<file path="config.mk">
export PLATFORM = sky130hd
export DESIGN_NAME = button_conditioner
export DESIGN_NICKNAME = d
export VERILOG_FILES = /design/src/rtl/button_conditioner.sv
export SDC_FILE = /design/constraint.sdc
export NUM_CORES = 1
export LEC_CHECK = 0
export CORE_MARGIN = 8
export CORE_UTILIZATION = 60
export CTS_CLUSTER_SIZE = 14
export DETAILED_ROUTE_END_ITERATION = 12
export GPL_TIMING_DRIVEN = 0
export PLACE_DENSITY = 0.78
export SYNTH_ARGS = -nofsm -noshare
export SYNTH_HDL_FRONTEND = slang
export SYNTH_SLANG_ARGS = --single-unit
</file>
<file path="constraint.sdc">
create_clock -name clk -period 5.7 [get_ports clk]
set_input_delay 1.14 -clock clk [delete_from_list [all_inputs] [get_ports clk]]
set_output_delay 1.14 -clock clk [all_outputs]
set_load 0.01 [all_outputs]
</file>
<file path="src/rtl/button_conditioner.sv">
// Push-button front-end: per-channel two-flop synchronizer, stability-count
// debouncer and rising-edge one-shot. Each bit of btn_raw is an independent
// channel. Define AUTO_REPEAT_EN to add a per-channel auto-repeat counter
// that re-fires btn_pulse every REPEAT_CYCLES cycles while a button is held.
module button_conditioner #(
  parameter int unsigned NUM_BTN         = 3,
  parameter int unsigned DEBOUNCE_CYCLES = 1000000,
  parameter int unsigned REPEAT_CYCLES   = 25000000
) (
  input  logic               clk,
  input  logic               reset,
  input  logic [NUM_BTN-1:0] btn_raw,
  output logic [NUM_BTN-1:0] btn_level,
  output logic [NUM_BTN-1:0] btn_pulse
);

  localparam int unsigned CntW = $clog2(DEBOUNCE_CYCLES + 1);
  localparam logic [CntW-1:0] CntMax = CntW'(DEBOUNCE_CYCLES - 1);
  localparam logic [CntW-1:0] CntInc = CntW'(1);

  // Both counts must be at least one cycle.
  if (DEBOUNCE_CYCLES == 0 || REPEAT_CYCLES == 0) begin : gen_param_check
    $error("button_conditioner: DEBOUNCE_CYCLES and REPEAT_CYCLES must be >= 1");
  end

  logic [NUM_BTN-1:0] s1_q, s2_q;
  logic [NUM_BTN-1:0] level_q, level_d;
  logic [NUM_BTN-1:0] pulse_q, pulse_d;
  logic [CntW-1:0]    cnt_q [NUM_BTN];
  logic [CntW-1:0]    cnt_d [NUM_BTN];

`ifdef AUTO_REPEAT_EN
  localparam int unsigned RptW = (REPEAT_CYCLES > 1) ? $clog2(REPEAT_CYCLES) : 1;
  localparam logic [RptW-1:0] RptMax = RptW'(REPEAT_CYCLES - 1);
  localparam logic [RptW-1:0] RptInc = RptW'(1);

  logic [RptW-1:0] rpt_q [NUM_BTN];
  logic [RptW-1:0] rpt_d [NUM_BTN];
`endif

  // Debounce, one-shot and (optional) repeat next-state per channel.
  always_comb begin
    for (int i = 0; i < NUM_BTN; i++) begin
      level_d[i] = level_q[i];
      cnt_d[i]   = cnt_q[i];
      // A sample agreeing with the current level restarts qualification.
      if (s2_q[i] == level_q[i]) begin
        cnt_d[i] = '0;
      end else if (cnt_q[i] == CntMax) begin
        level_d[i] = s2_q[i];
        cnt_d[i]   = '0;
      end else begin
        cnt_d[i] = cnt_q[i] + CntInc;
      end
      pulse_d[i] = level_d[i] & ~level_q[i];
`ifdef AUTO_REPEAT_EN
      rpt_d[i] = '0;
      // Only count while the button stays held; a release edge stops repeats.
      if (level_q[i] && level_d[i]) begin
        if (rpt_q[i] == RptMax) begin
          pulse_d[i] = 1'b1;
        end else begin
          rpt_d[i] = rpt_q[i] + RptInc;
        end
      end
`endif
    end
  end

  // State registers; synchronous reset has priority over everything.
  always_ff @(posedge clk) begin
    if (reset) begin
      s1_q    <= '0;
      s2_q    <= '0;
      level_q <= '0;
      pulse_q <= '0;
      for (int i = 0; i < NUM_BTN; i++) begin
        cnt_q[i] <= '0;
`ifdef AUTO_REPEAT_EN
        rpt_q[i] <= '0;
`endif
      end
    end else begin
      s1_q    <= btn_raw;
      s2_q    <= s1_q;
      level_q <= level_d;
      pulse_q <= pulse_d;
      for (int i = 0; i < NUM_BTN; i++) begin
        cnt_q[i] <= cnt_d[i];
`ifdef AUTO_REPEAT_EN
        rpt_q[i] <= rpt_d[i];
`endif
      end
    end
  end

  assign btn_level = level_q;
  assign btn_pulse = pulse_q;

endmodule

</file>
Word level (Yosys, flattened, before mapping)
Memory sizes are Yosys's and may differ from the RTL's.
Cells that the tools add are included.
{"block": "op_classes", "n_shift": 0, "eq_ne": 6, "multipliers": 0, "n_div": 0, "add_sub_neg": 3, "bitwise": 9, "n_lt_le_gt_ge": 0, "reduce_logical": 0, "muxes": 18}
{"op": "$mux 20", "n": 9}
{"op": "$add 20x1->20 const B", "n": 3}
{"op": "$eq 20x20->1 const B", "n": 3}
{"op": "$mux 1", "n": 9}
{"op": "$and 1x1->1", "n": 3}
{"op": "$eq 1x1->1", "n": 3}
{"op": "$not 1->1", "n": 3}
{"op": "$or 1x1->1", "n": 3}
{"block": "totals", "word_cells": 41, "out_inout_bits": 6, "regBits": 12, "input_bits": 5, "romBits": 0, "latch_bits": 0, "ramBits": 60, "n_memories": 1}
{"name": "cnt_q", "depth": 3, "width": 20, "rd": 3, "rd_clocked_by_memory_dff": 0, "wr": 3, "line": "29", "text": "logic [CntW-1:0] cnt_q [NUM_BTN];"}

Longest topological paths before layout
Gate-level depths: netlist of the first run.
{"block": "logic_depth", "word_depth": 4, "mapped_depth": 6, "mapped_depth_nobuf": 5}

Worst setup path before layout of the first run
Ideal clock, no wire load.
{"block": "synth_path", "kind": "register to register", "startpoint": "memory cnt_q[0][48] (netlist bit)", "endpoint": "memory cnt_q[0][47] (netlist bit)", "setup_time_ns": 0.115, "synth_period_minus_slack_ns": 1.961, "slack_ns": 3.739, "stages_incl_launch_ff": 6, "arrival_time_ns": 1.846, "path_buffers": 1, "cell_sequence": "dfxtp_1 or4b_1 or4_4 o21ai_4 buf_6 nor2_1"}
{"item": "start: declaration", "line": "29"}

==> impl_results.md, run 1 <==
- R2R depth: 5
- Nets@finish: 385
- Flop and latch count out of synthesis: approximately 70
- Post-route cell area: ~3500 sq um
- Endpoints failing setup: 0
- Share of cells above drive strength 1: roughly 4.2%
- I/O pin cnt: 11
- Via density per instance: ~5.6
- Post-Synthesis Cells: between 300 and 400
- Number of synthesized flops with an enable pin: 0
- CTS tree: done
- Total Routing Usage GR: between 10% and 20%
- Reg-to-reg endpoint: cnt_q[0][7]
- Fin crit period: around 2.6 ns
- Sequential cell area fraction in the yosys report: a little under half
- Power density over the cells: 252 nW/um^2
- Fmax: approximately 380 MHz
- Mapped Area: ~3100 sq um
- Layout Skew: between 0.007 and 0.008 ns
- TritonCTS Buffers: 9
- Area of placed instances: about 3300 sq um
- Core Area: roughly 5000 sq um
- Worst-Margin Slew: 0.764 ns
- Fin. Hold Viols: 0
- First-pass GRT wire length: 10.1 mm
- Die area: around 7700 sq um
- Chip Width: just under 90 microns
- Data arrival, critical path: about 2.8 ns
- Vias in the first global route: between 2,000 and 2,500
- Clock Path Buffers: 2
- Root buf cell: clkbuf_8
- Initial antenna violation count: 0
- IO buf count: 10
- WP data required: around 5.9 ns
- Final setup TNS: 0 ns
- Power, Total: between 800 and 900 uW
- Largest cells by area after synthesis: dfxtp_1 (46%), xnor2_1 (7.0%), nor2_1 (6.1%)
- Slew margin rel.: 48.7%
- Min-Delay Path Class: flop to flop
- Hold Path Cell Cnt: 1
- Period utilization: 45.9%
- Cell taking the most area after synthesis: dfxtp_1
- Hold_sp: s1_q[1]
- Reg-to-reg critical path startpoint: cnt_q[0][12]
- Post_cts resized: 0
- Antenna-violating nets left: 0
- Dpl hpwl: roughly 4.2 mm
- Hold path endpoint: s2_q[1]
- Commonest cells in the netlist: dfxtp_1 (72), nor2_1 (51), xnor2_1 (25)
- Status: complete, no violations
- DP Cell Count: 436
- Via Count: between 2,000 and 3,000
- DIE HEIGHT: about 88 microns
- VDD IR-drop max: around 0.17 mV
- Area grow syn2layout: 11.4%
- Initial core utilization: 61.7%
- Post-CTS Setup Inserts: 0
- Final wirelength: approximately 5.9 mm
- CP Capture Type: flop
- Fill cell count: between 400 and 500
- Later-pin clock latency in the skew report: 0.35 ns
- Critical path class: input pin to flop
- H-tree level count: 3
- Post-synth ARST share: 0%
- GRT overflow: 0
- PnR worst setup slack: roughly 3.1 ns
- Startpoint types: input pin
- Synth warn: 0
- Synth unique cells: 34
- Max_cap viols: 0
- RSZ-0062 raised after global routing: no
- Reg clk slew, reported paths: 0.07 ns
- Max Fanout on Critical Path: 10
- Synth Net Count: 364
- Place WS: 2.72 ns
- Wire per inst: approximately 13 microns
- Pleak: roughly 0.99 nW
- Pin count of the biggest net entering global routing: 11
- Diode count: 0
- Clock sink count: about 70
- DR iter-0 viols: 150
- DRT Pass-1 Iters: 4
- Site row count: 26
- Drt drc: 0
- Layout Cells excl Fill: between 400 and 500
- Synthesized area per cell: 8.74 sq um
- Final RePlAce weighted congestion: roughly 0.77
- Top-count cell post-synth: dfxtp_1
- Top FF cell, synth: dfxtp_1
- Post-synth top area share: a little under half
- Reg2reg setup slack: between 3 and 4 ns
- Max-slew violations: 0
- Hold_buf cts: 0
power by group:
group	switching (mW)	internal (mW)	total (mW)
sequential	0.00146	0.506	0.507
combinational	0.00738	0.00558	0.0130
clock	0.173	0.180	0.354
final cells by class:
type | count | area [sq um] | area share [%]
inverters | 14 | 52.6 | 1.52
repair buffers | 10 | 100 | 2.89
plain buffers | 10 | 45.0 | 1.30
multi-input cells | 260 | 1570 | 45.4
flip-flops and latches | 72 | 1440 | 41.6
clock buffers | 15 | 166 | 4.80
well taps | 70 | 87.6 | 2.53
metrics by stage:
stage          hold WS, ns  utilization [%]
2_1_floorplan        0.413                -
3_3_place_gp         0.418             65.5
3_5_place_dp         0.432             65.5
4_1_cts              0.444             68.8
5_1_grt              0.457             68.8
6_report             0.437             68.8
kinds of logic after synthesis:
logic type	Yosys count	share of synthesized area, %
flip-flops	72	46.3
AO/OA/AOI/OAI	40	7.27
XOR/XNOR	41	11.5
buffers and inverters	24	3.13
AND/OR/NAND/NOR	176	30.5
adder cells (fa/ha/maj)	3	1.21
cells in the final DEF, fill, tap and decap left out, drive strengths merged, types with 2 or more instances in the layout:
master         count
a21oi             19
and2               2
and3               6
and4               3
clkbuf            24
clkdlybuf4s50     10
dfxtp             72
ha                 3
inv               14
nand2             16
nand3             24
nand4             15
nor2              51
nor2b              7
nor3               9
nor3b              2
nor4               9
nor4b              3
o21ai             15
o31ai              6
or3               10
or4               13
xnor2             25
xor2              16
worst max path at each step:
stage / startpoint / to / slack [ns] / depth (start not counted)
floorplan: cnt_q[0][48] / cnt_q[0][47] / 3.74 / 5
global placement: reset / cnt_q[0][4] / 2.73 / 5
detailed placement: reset / cnt_q[0][7] / 2.72 / 5
CTS: reset / cnt_q[0][7] / 3.08 / 5
global route: reset / cnt_q[0][10] / 2.90 / 5
finish: reset / cnt_q[0][7] / 3.08 / 5
worst max-delay path, cell delays in order:
cell and delay [ns]:
clkdlybuf4s50_1 0.66, nor2_1 0.10, o21ai_1 0.43, clkbuf_1 0.41, nor2_1 0.10
per-layer routing:
layer  vias up  routed length (microns)  global-route usage [%]  part of all wire (%)
li1       1296                        -                       -                     -
met1      1180                     2860                    20.3                    48
met2        35                     2750                    26.7                    46
met3        11                      220                    3.75                   3.7
met4         0                      114                    7.37                   1.9
met5         -                        0                       0                     0
sequential cells by signal, summed over array words and instances, names as in the netlist:
signal     flops
btn_level      3
btn_pulse      3
cnt_q         60
s1_q           3
s2_q           3
Note: power is estimated with default switching activity, not from simulation.
==> inputs of run 2 (changes only) <==
==> constraint.sdc (replaced) <==
create_clock -name clk -period 2.6 [get_ports clk]
set_input_delay 0.52 -clock clk [delete_from_list [all_inputs] [get_ports clk]]
set_output_delay 0.52 -clock clk [all_outputs]
set_load 0.01 [all_outputs]
==> results of run 2 <==
The final DEF is identical to that of run 1. Status: complete, no violations.
Main changes from that run: setup slack after placement 2.72 ns -> 0.245 ns; setup slack after layout 3.08 ns -> 0.289 ns; start point of the critical path reset -> cnt_q[0][12]; register-to-register setup slack 3.39 ns -> 0.29 ns; total power 0.874 mW -> 1.92 mW; worst IR drop on VDD 0.167 mV -> 0.366 mV
==> inputs of run 3 (changes only) <==
--- a/config.mk
+++ b/config.mk
@@ -10,6 +10,7 @@
 export CTS_CLUSTER_SIZE = 14
 export DETAILED_ROUTE_END_ITERATION = 12
 export GPL_TIMING_DRIVEN = 0
+export MAX_ROUTING_LAYER = met4
 export PLACE_DENSITY = 0.78
 export SYNTH_ARGS = -nofsm -noshare
 export SYNTH_HDL_FRONTEND = slang
==> results of run 3 <==
The final DEF is identical to that of run 1. Status: complete, no violations.
Main changes from that run: final weighted congestion in routability-driven placement 0.771 -> 0.782; setup slack after placement 2.72 ns -> 0.245 ns; overall routing resource usage 16.5% -> 17.0%; setup slack after layout 3.08 ns -> 0.289 ns; start point of the critical path reset -> cnt_q[0][12]; register-to-register setup slack 3.39 ns -> 0.29 ns; total power 0.874 mW -> 1.92 mW; worst IR drop on VDD 0.167 mV -> 0.366 mV
